$ cat config.mk
export PLATFORM = sky130hd
export DESIGN_NAME = id_ex_stage
export DESIGN_NICKNAME = d
export VERILOG_FILES = /design/src/rtl/rv32i_pkg.sv /design/src/rtl/hazard_detect.sv /design/src/rtl/id_ex_stage.sv
export SDC_FILE = /design/constraint.sdc
export NUM_CORES = 1
export LEC_CHECK = 0
export CORE_MARGIN = 8
export CORE_UTILIZATION = 40
export CTS_CLUSTER_DIAMETER = 60
export DETAILED_ROUTE_END_ITERATION = 10
export DONT_BUFFER_PORTS = 1
export GPL_ROUTABILITY_DRIVEN = 0
export PLACE_DENSITY_LB_ADDON = 0.25
export RECOVER_POWER = 50
export SKIP_LAST_GASP = 1
export SLEW_MARGIN = 25
export SYNTH_ARGS = -nofsm -noshare
export SYNTH_HDL_FRONTEND = slang
export SYNTH_SLANG_ARGS = --single-unit
$ cat constraint.sdc
create_clock -name clk -period 3.4 [get_ports clk]
set_input_delay 0.68 -clock clk [delete_from_list [all_inputs] [get_ports clk]]
set_output_delay 0.68 -clock clk [all_outputs]
set_load 0.005 [all_outputs]
$ cat src/rtl/rv32i_pkg.sv
// rv32i_pkg: shared RV32I definitions for the pipeline slice.
//   - opcode constants (OP_*)
//   - ALU operation class encodings (ULA_*)
//   - ctrl_t: packed decoder control bundle carried from ID into EX
//   - uses_rs1/uses_rs2: whether an opcode actually reads rs1/rs2
package rv32i_pkg;

    localparam logic [6:0] OP_R      = 7'b0110011;
    localparam logic [6:0] OP_I      = 7'b0010011;
    localparam logic [6:0] OP_LOAD   = 7'b0000011;
    localparam logic [6:0] OP_STORE  = 7'b0100011;
    localparam logic [6:0] OP_BRANCH = 7'b1100011;
    localparam logic [6:0] OP_LUI    = 7'b0110111;
    localparam logic [6:0] OP_AUIPC  = 7'b0010111;
    localparam logic [6:0] OP_JAL    = 7'b1101111;
    localparam logic [6:0] OP_JALR   = 7'b1100111;

    localparam logic [1:0] ULA_ADD   = 2'b00;
    localparam logic [1:0] ULA_FUNCT = 2'b10;

    typedef struct packed {
        logic       mem_rd;
        logic       mem_wr;
        logic       reg_wr;
        logic       mux_reg_wr;
        logic       mux_ula;
        logic       pc_ula;
        logic       jump;
        logic       branch;
        logic [1:0] ula_op;
    } ctrl_t;

    localparam ctrl_t CTRL_NOP = '0;

    function automatic logic uses_rs1(input logic [6:0] op);
        return (op == OP_R) || (op == OP_I) || (op == OP_LOAD) ||
               (op == OP_STORE) || (op == OP_BRANCH) || (op == OP_JALR);
    endfunction

    function automatic logic uses_rs2(input logic [6:0] op);
        return (op == OP_R) || (op == OP_STORE) || (op == OP_BRANCH);
    endfunction

endpackage

$ cat src/rtl/hazard_detect.sv
// hazard_detect: combinational load-use hazard detection.
//   in : opcode_id, rs1_id, rs2_id (instruction in ID)
//        rd_ex, mem_rd_ex, valid_ex (instruction in EX)
//        hold_in (downstream stall)
//   out: load_use (ID depends on a load currently in EX)
//        stall_id (hold PC and IF/ID this cycle)
module hazard_detect
    import rv32i_pkg::*;
(
    input  logic [6:0] opcode_id,
    input  logic [4:0] rs1_id,
    input  logic [4:0] rs2_id,
    input  logic [4:0] rd_ex,
    input  logic       mem_rd_ex,
    input  logic       valid_ex,
    input  logic       hold_in,
    output logic       load_use,
    output logic       stall_id
);

    always_comb begin
        load_use = 1'b0;
        // Only operand fields the opcode really reads count; a load to x0
        // never produces data anyone waits for.
        if (valid_ex && mem_rd_ex && (rd_ex != 5'd0)) begin
            load_use = (uses_rs1(opcode_id) && (rs1_id == rd_ex)) ||
                       (uses_rs2(opcode_id) && (rs2_id == rd_ex));
        end
        stall_id = load_use | hold_in;
    end

endmodule

$ cat src/rtl/id_ex_stage.sv
// id_ex_stage: ID/EX pipeline register with load-use bubble insertion,
// flush handling and saturating debug counters.
//   in : clk, rst_n (async, active low)
//        opcode_id, decoder control bundle, operands, indices, funct fields
//        hold_in (freeze stage), flush_ex (kill instruction in ID)
//   out: *_ex registered copies of the ID inputs (except opcode)
//        valid_ex, stall_id, stall_cnt, flush_cnt
module id_ex_stage
    import rv32i_pkg::*;
#(
    parameter int XLEN  = 32,
    parameter int CNT_W = 16
) (
    input  logic            clk,
    input  logic            rst_n,
    input  logic [6:0]      opcode_id,
    input  logic            mem_rd_id,
    input  logic            mem_wr_id,
    input  logic            reg_wr_id,
    input  logic            mux_reg_wr_id,
    input  logic            mux_ula_id,
    input  logic            pc_ula_id,
    input  logic            jump_id,
    input  logic            branch_id,
    input  logic [1:0]      ula_op_id,
    input  logic [XLEN-1:0] pc_id,
    input  logic [XLEN-1:0] rs1_val_id,
    input  logic [XLEN-1:0] rs2_val_id,
    input  logic [XLEN-1:0] imm_id,
    input  logic [4:0]      rs1_id,
    input  logic [4:0]      rs2_id,
    input  logic [4:0]      rd_id,
    input  logic [2:0]      funct3_id,
    input  logic            funct7b5_id,
    input  logic            hold_in,
    input  logic            flush_ex,
    output logic            mem_rd_ex,
    output logic            mem_wr_ex,
    output logic            reg_wr_ex,
    output logic            mux_reg_wr_ex,
    output logic            mux_ula_ex,
    output logic            pc_ula_ex,
    output logic            jump_ex,
    output logic            branch_ex,
    output logic [1:0]      ula_op_ex,
    output logic [XLEN-1:0] pc_ex,
    output logic [XLEN-1:0] rs1_val_ex,
    output logic [XLEN-1:0] rs2_val_ex,
    output logic [XLEN-1:0] imm_ex,
    output logic [4:0]      rs1_ex,
    output logic [4:0]      rs2_ex,
    output logic [4:0]      rd_ex,
    output logic [2:0]      funct3_ex,
    output logic            funct7b5_ex,
    output logic            valid_ex,
    output logic            stall_id,
    output logic [CNT_W-1:0] stall_cnt,
    output logic [CNT_W-1:0] flush_cnt
);

    ctrl_t ctrl_id;
    ctrl_t ctrl_q;
    logic  load_use;
    logic  update;
    logic  bubble;

    hazard_detect u_hazard (
        .opcode_id (opcode_id),
        .rs1_id    (rs1_id),
        .rs2_id    (rs2_id),
        .rd_ex     (rd_ex),
        .mem_rd_ex (mem_rd_ex),
        .valid_ex  (valid_ex),
        .hold_in   (hold_in),
        .load_use  (load_use),
        .stall_id  (stall_id)
    );

    // Branches never write back and x0 is hardwired, so reg_wr is cleaned here.
    always_comb begin
        ctrl_id            = CTRL_NOP;
        ctrl_id.mem_rd     = mem_rd_id;
        ctrl_id.mem_wr     = mem_wr_id;
        ctrl_id.reg_wr     = reg_wr_id & ~branch_id & (rd_id != 5'd0);
        ctrl_id.mux_reg_wr = mux_reg_wr_id;
        ctrl_id.mux_ula    = mux_ula_id;
        ctrl_id.pc_ula     = pc_ula_id;
        ctrl_id.jump       = jump_id;
        ctrl_id.branch     = branch_id;
        ctrl_id.ula_op     = ula_op_id;
    end

    // Flush beats hold, hold beats load-use: the register loads unless held
    // without a flush, and what it loads is a bubble on flush or load-use.
    assign update = flush_ex | ~hold_in;
    assign bubble = flush_ex | load_use;

    always_ff @(posedge clk or negedge rst_n) begin
        if (!rst_n) begin
            ctrl_q      <= CTRL_NOP;
            valid_ex    <= 1'b0;
            pc_ex       <= '0;
            rs1_val_ex  <= '0;
            rs2_val_ex  <= '0;
            imm_ex      <= '0;
            rs1_ex      <= '0;
            rs2_ex      <= '0;
            rd_ex       <= '0;
            funct3_ex   <= '0;
            funct7b5_ex <= 1'b0;
        end else if (update) begin
            ctrl_q      <= bubble ? CTRL_NOP : ctrl_id;
            valid_ex    <= ~bubble;
            pc_ex       <= pc_id;
            rs1_val_ex  <= rs1_val_id;
            rs2_val_ex  <= rs2_val_id;
            imm_ex      <= imm_id;
            rs1_ex      <= rs1_id;
            rs2_ex      <= rs2_id;
            rd_ex       <= rd_id;
            funct3_ex   <= funct3_id;
            funct7b5_ex <= funct7b5_id;
        end
    end

    always_ff @(posedge clk or negedge rst_n) begin
        if (!rst_n) begin
            stall_cnt <= '0;
            flush_cnt <= '0;
        end else begin
            if (load_use && !flush_ex && !hold_in && (stall_cnt != '1))
                stall_cnt <= stall_cnt + 1'b1;
            if (flush_ex && (flush_cnt != '1))
                flush_cnt <= flush_cnt + 1'b1;
        end
    end

    assign mem_rd_ex     = ctrl_q.mem_rd;
    assign mem_wr_ex     = ctrl_q.mem_wr;
    assign reg_wr_ex     = ctrl_q.reg_wr;
    assign mux_reg_wr_ex = ctrl_q.mux_reg_wr;
    assign mux_ula_ex    = ctrl_q.mux_ula;
    assign pc_ula_ex     = ctrl_q.pc_ula;
    assign jump_ex       = ctrl_q.jump;
    assign branch_ex     = ctrl_q.branch;
    assign ula_op_ex     = ctrl_q.ula_op;

endmodule

==> summary.md <==
| Metric | Value |
|---|---|
| Synthesized instance count | 817 |
| Most used DFF post-synth | dfrtp_1 |
| Maximum fanout along the worst path | 6 |
| ANT nets after route | 0 |
| Sequential share of power | 0.547 |
| Core area | around 19,000 um^2 |
| Hold Worst Slack | -56.4 ps |
| Hold Path Class | input port to asynchronous set/reset pin |
| Layout cells sized above 1 | 0.0527 |
| Minimum clock period | ~2900 ps |
| Port Buffers | 0 |
| Hold Fails Final Rpt | between 70 and 80 |
| Placed inst area | 7760 um^2 |
| Clock sinks | 190 |
| Achievable Freq | ~350 MHz |
| Crit share post-route | 0.839 |
| Post-synth EDFFs | 0 |
| Worst slew pin tran | between 1500 and 2000 ps |
| Synth cell types | 39 |
| Sw frac | 0.271 |
| Initial antenna violation count | 0 |
| TritonRoute pass-1 iters | 4 |
| Setup Viol. Count Final | 0 |
| DRT iter0 DRCs | about 320 |
| Mapped Avg Cell Area | 9.25 um^2 |
| Crit path DAT | approximately 2200 ps |
| Nets | between 900 and 1,000 |
| Clk root buf | clkbuf_16 |
| Crit path kind | register to output port |
| Routed vias | between 5,000 and 6,000 |
| Setup TNS | 0 ps |
| Gr ovfl total | 0 |
| Synth-to-layout area growth | 9.95% |
| Total Power | just under 5000 uW |
| Synth top area cells | dfrtp_1, nand2_1, xor2_1 |
| WL final | 21.0 mm |
| Pleak | between 0.004 and 0.005 uW |
| Yosys warns | 0 |
| FP Rows | 50 |
| Most frequent cell after synthesis | nand2_1 |
| Drt drc | 0 |
| Cell area after synthesis | roughly 7600 um^2 |
| Rel. slew slack | -0.0966 |
| Detailed placer's ending HPWL | 15.2 mm |
| CTS tree | yes |
| Synth async-reset ratio | 1.00 |
| Failing checks | negative hold slack, max-capacitance violations, max-slew violations |
| CTS HTree Levels | 4 |
| Die X | ~150 um |
| Int Power | 3580 uW |
| Die Area | about 24,000 um^2 |
| Post-route cell area | 8310 um^2 |
| Clk Latency, worst-skew pair | between 400 and 500 ps |
| Starting Density | 0.405 |
| Post-route setup slack | about 550 ps |
| Sequential cell area | between 4000 and 5000 um^2 |
| Setup crit start kind | register |
| Combinational Power Share | 0.065 |
| Clock Tree Buf Depth | 2 |
| Die height | 153 um |
| Register area share after synthesis | 0.629 |
| Pwr dens | around 590 nW/um^2 |
| All-layer global routing usage | 0.175 |
| Area of the multi-input gates | 2660 um^2 |
| NetSw | 1330 uW |
| Pre-CTS WS | 859 ps |
| RSZ-0062 raised after global routing | false |
| Syn nets | 987 |
| Clock Skew | about 12 ps |
| Worst-path clk slew | 80 ps |
| Largest net degree at the start of global routing | between 150 and 200 |
| Fill cell count | between 1,500 and 2,000 |
| Final Max Tran Viols | 82 |
| Wire length per cell | approximately 20 um |
| #FFs+latches synth | 190 |
| Post-synth top cells | nand2_1, dfrtp_1, clkbuf_1, xor2_1 |
| Io pins | approximately 360 |
| FF-to-FF Start | rd_ex[0]$_DFFE_PN0P_ |
| CP Capture Type | output port |
| DR vias/cell | between 5 and 6 |
| Cts bufs inserted | 17 |
| Ant diodes | 0 |
| Status | finished, violations left |
| Worst-case vdd ir drop | ~0.32 mV |
| Clock share of power | 0.388 |
| Synth top area share | 0.629 |
| Max Cap Violations | 2 |
| Most area-hungry cell type in the Yosys netlist | dfrtp_1 |
| CP Data Required Time | approximately 2700 ps |
| Vias in the first global route | around 5,300 |
| Critical Path Source | rd_ex[0]$_DFFE_PN0P_ |
| First-pass GRT wire length | 32.1 mm |
## power groups by stage
stage / combinational, uW / sequential [uW] / clock (uW)
global route: 374 / 2710 / 2040
detailed placement: 326 / 2730 / 0
finish: 319 / 2680 / 1910
CTS: 323 / 2690 / 1970
global placement: 315 / 2730 / 0
floorplan: 271 / 2640 / 0
## placed cells by master, fill, tap and decap left out, types with 2 or more instances in the layout
cell type    n
and4_1       2
a21oi_1      3
clkbuf_16   17
o21a_1       2
mux2_2       2
clkinv_4     3
inv_6        4
a22o_1       9
xor2_1      19
xnor2_1     16
clkbuf_2     2
ha_1         2
and3_1       7
nor3_1       7
dfrtp_1    190
inv_8        4
o21ai_0      3
nor2_1      15
nand3_1     16
or4_1        3
nand4_1     11
nand2_1    456
## per-layer routing
metal	routed length, um	track usage	share of wire	vias to the layer above
met5	0	0	0	-
met3	2230	0.0801	0.11	19
met1	8080	0.194	0.38	2543
li1	-	-	-	2531
met2	10400	0.295	0.50	208
met4	281	0.0560	0.013	0
## kinds of logic after synthesis
| logic type | share of synthesized area |
|---|---|
| flops | 0.629 |
| fa+ha+maj | 0.00331 |
| mux | 0.00298 |
| xor+xnor | 0.0406 |
| compound gates | 0.0222 |
| buf+inv | 0.0195 |
| simple gates | 0.282 |
## path summary, 6_finish.rpt
path	depth (start not counted)	slack [ps]	end
max	4	550	stall_id
min	0	-60	rs1_val_ex[30]$_DFFE_PN0P_
max reg2reg	5	1180	pc_ula_ex$_DFFE_PN0P_
min reg2reg	2	500	rs1_val_ex[23]$_DFFE_PN0P_
max in group asynchronous	0	3010	mem_rd_ex$_DFFE_PN0P_
min in group clk	1	310	valid_ex$_DFFE_PN0P_
## per-stage QoR
stage / util / instances
4_1_cts: 0.446 / 1050
6_report: 0.446 / 1050
3_5_place_dp: 0.416 / 1019
5_1_grt: 0.446 / 1050
3_3_place_gp: 0.416 / 1019
2_1_floorplan: - / 817
## worst max-delay path: stages, from the launching register on
cell	delay [ps]
dfrtp_1	480
or4_1	550
o211ai_1	260
a21oi_2	130
or2_2	340
## state kept, by name, summed over array words and instances, names as in the netlist, 2 cells and up
register	flops
flush_cnt	16
funct3_ex	3
imm_ex	32
pc_ex	32
rd_ex	5
rs1_ex	5
rs1_val_ex	32
rs2_ex	5
rs2_val_ex	32
stall_cnt	16
ula_op_ex	2
## cell type report
class,count,area share
Sequential cell,190,0.572
Clock inverter,13,0.0143
Tap cell,234,0.0352
Inverter,1,0.000452
Clock buffer,18,0.0529
Multi-Input combinational cell,590,0.320
Timing Repair Buffer,4,0.00452
## what timing repair did
item	4_1_cts	5_1_grt
gates resized for setup	0	0
hold endpoints to repair	190	190
setup buffers	0	0
No activity file was read; power rests on OpenSTA's default activity.
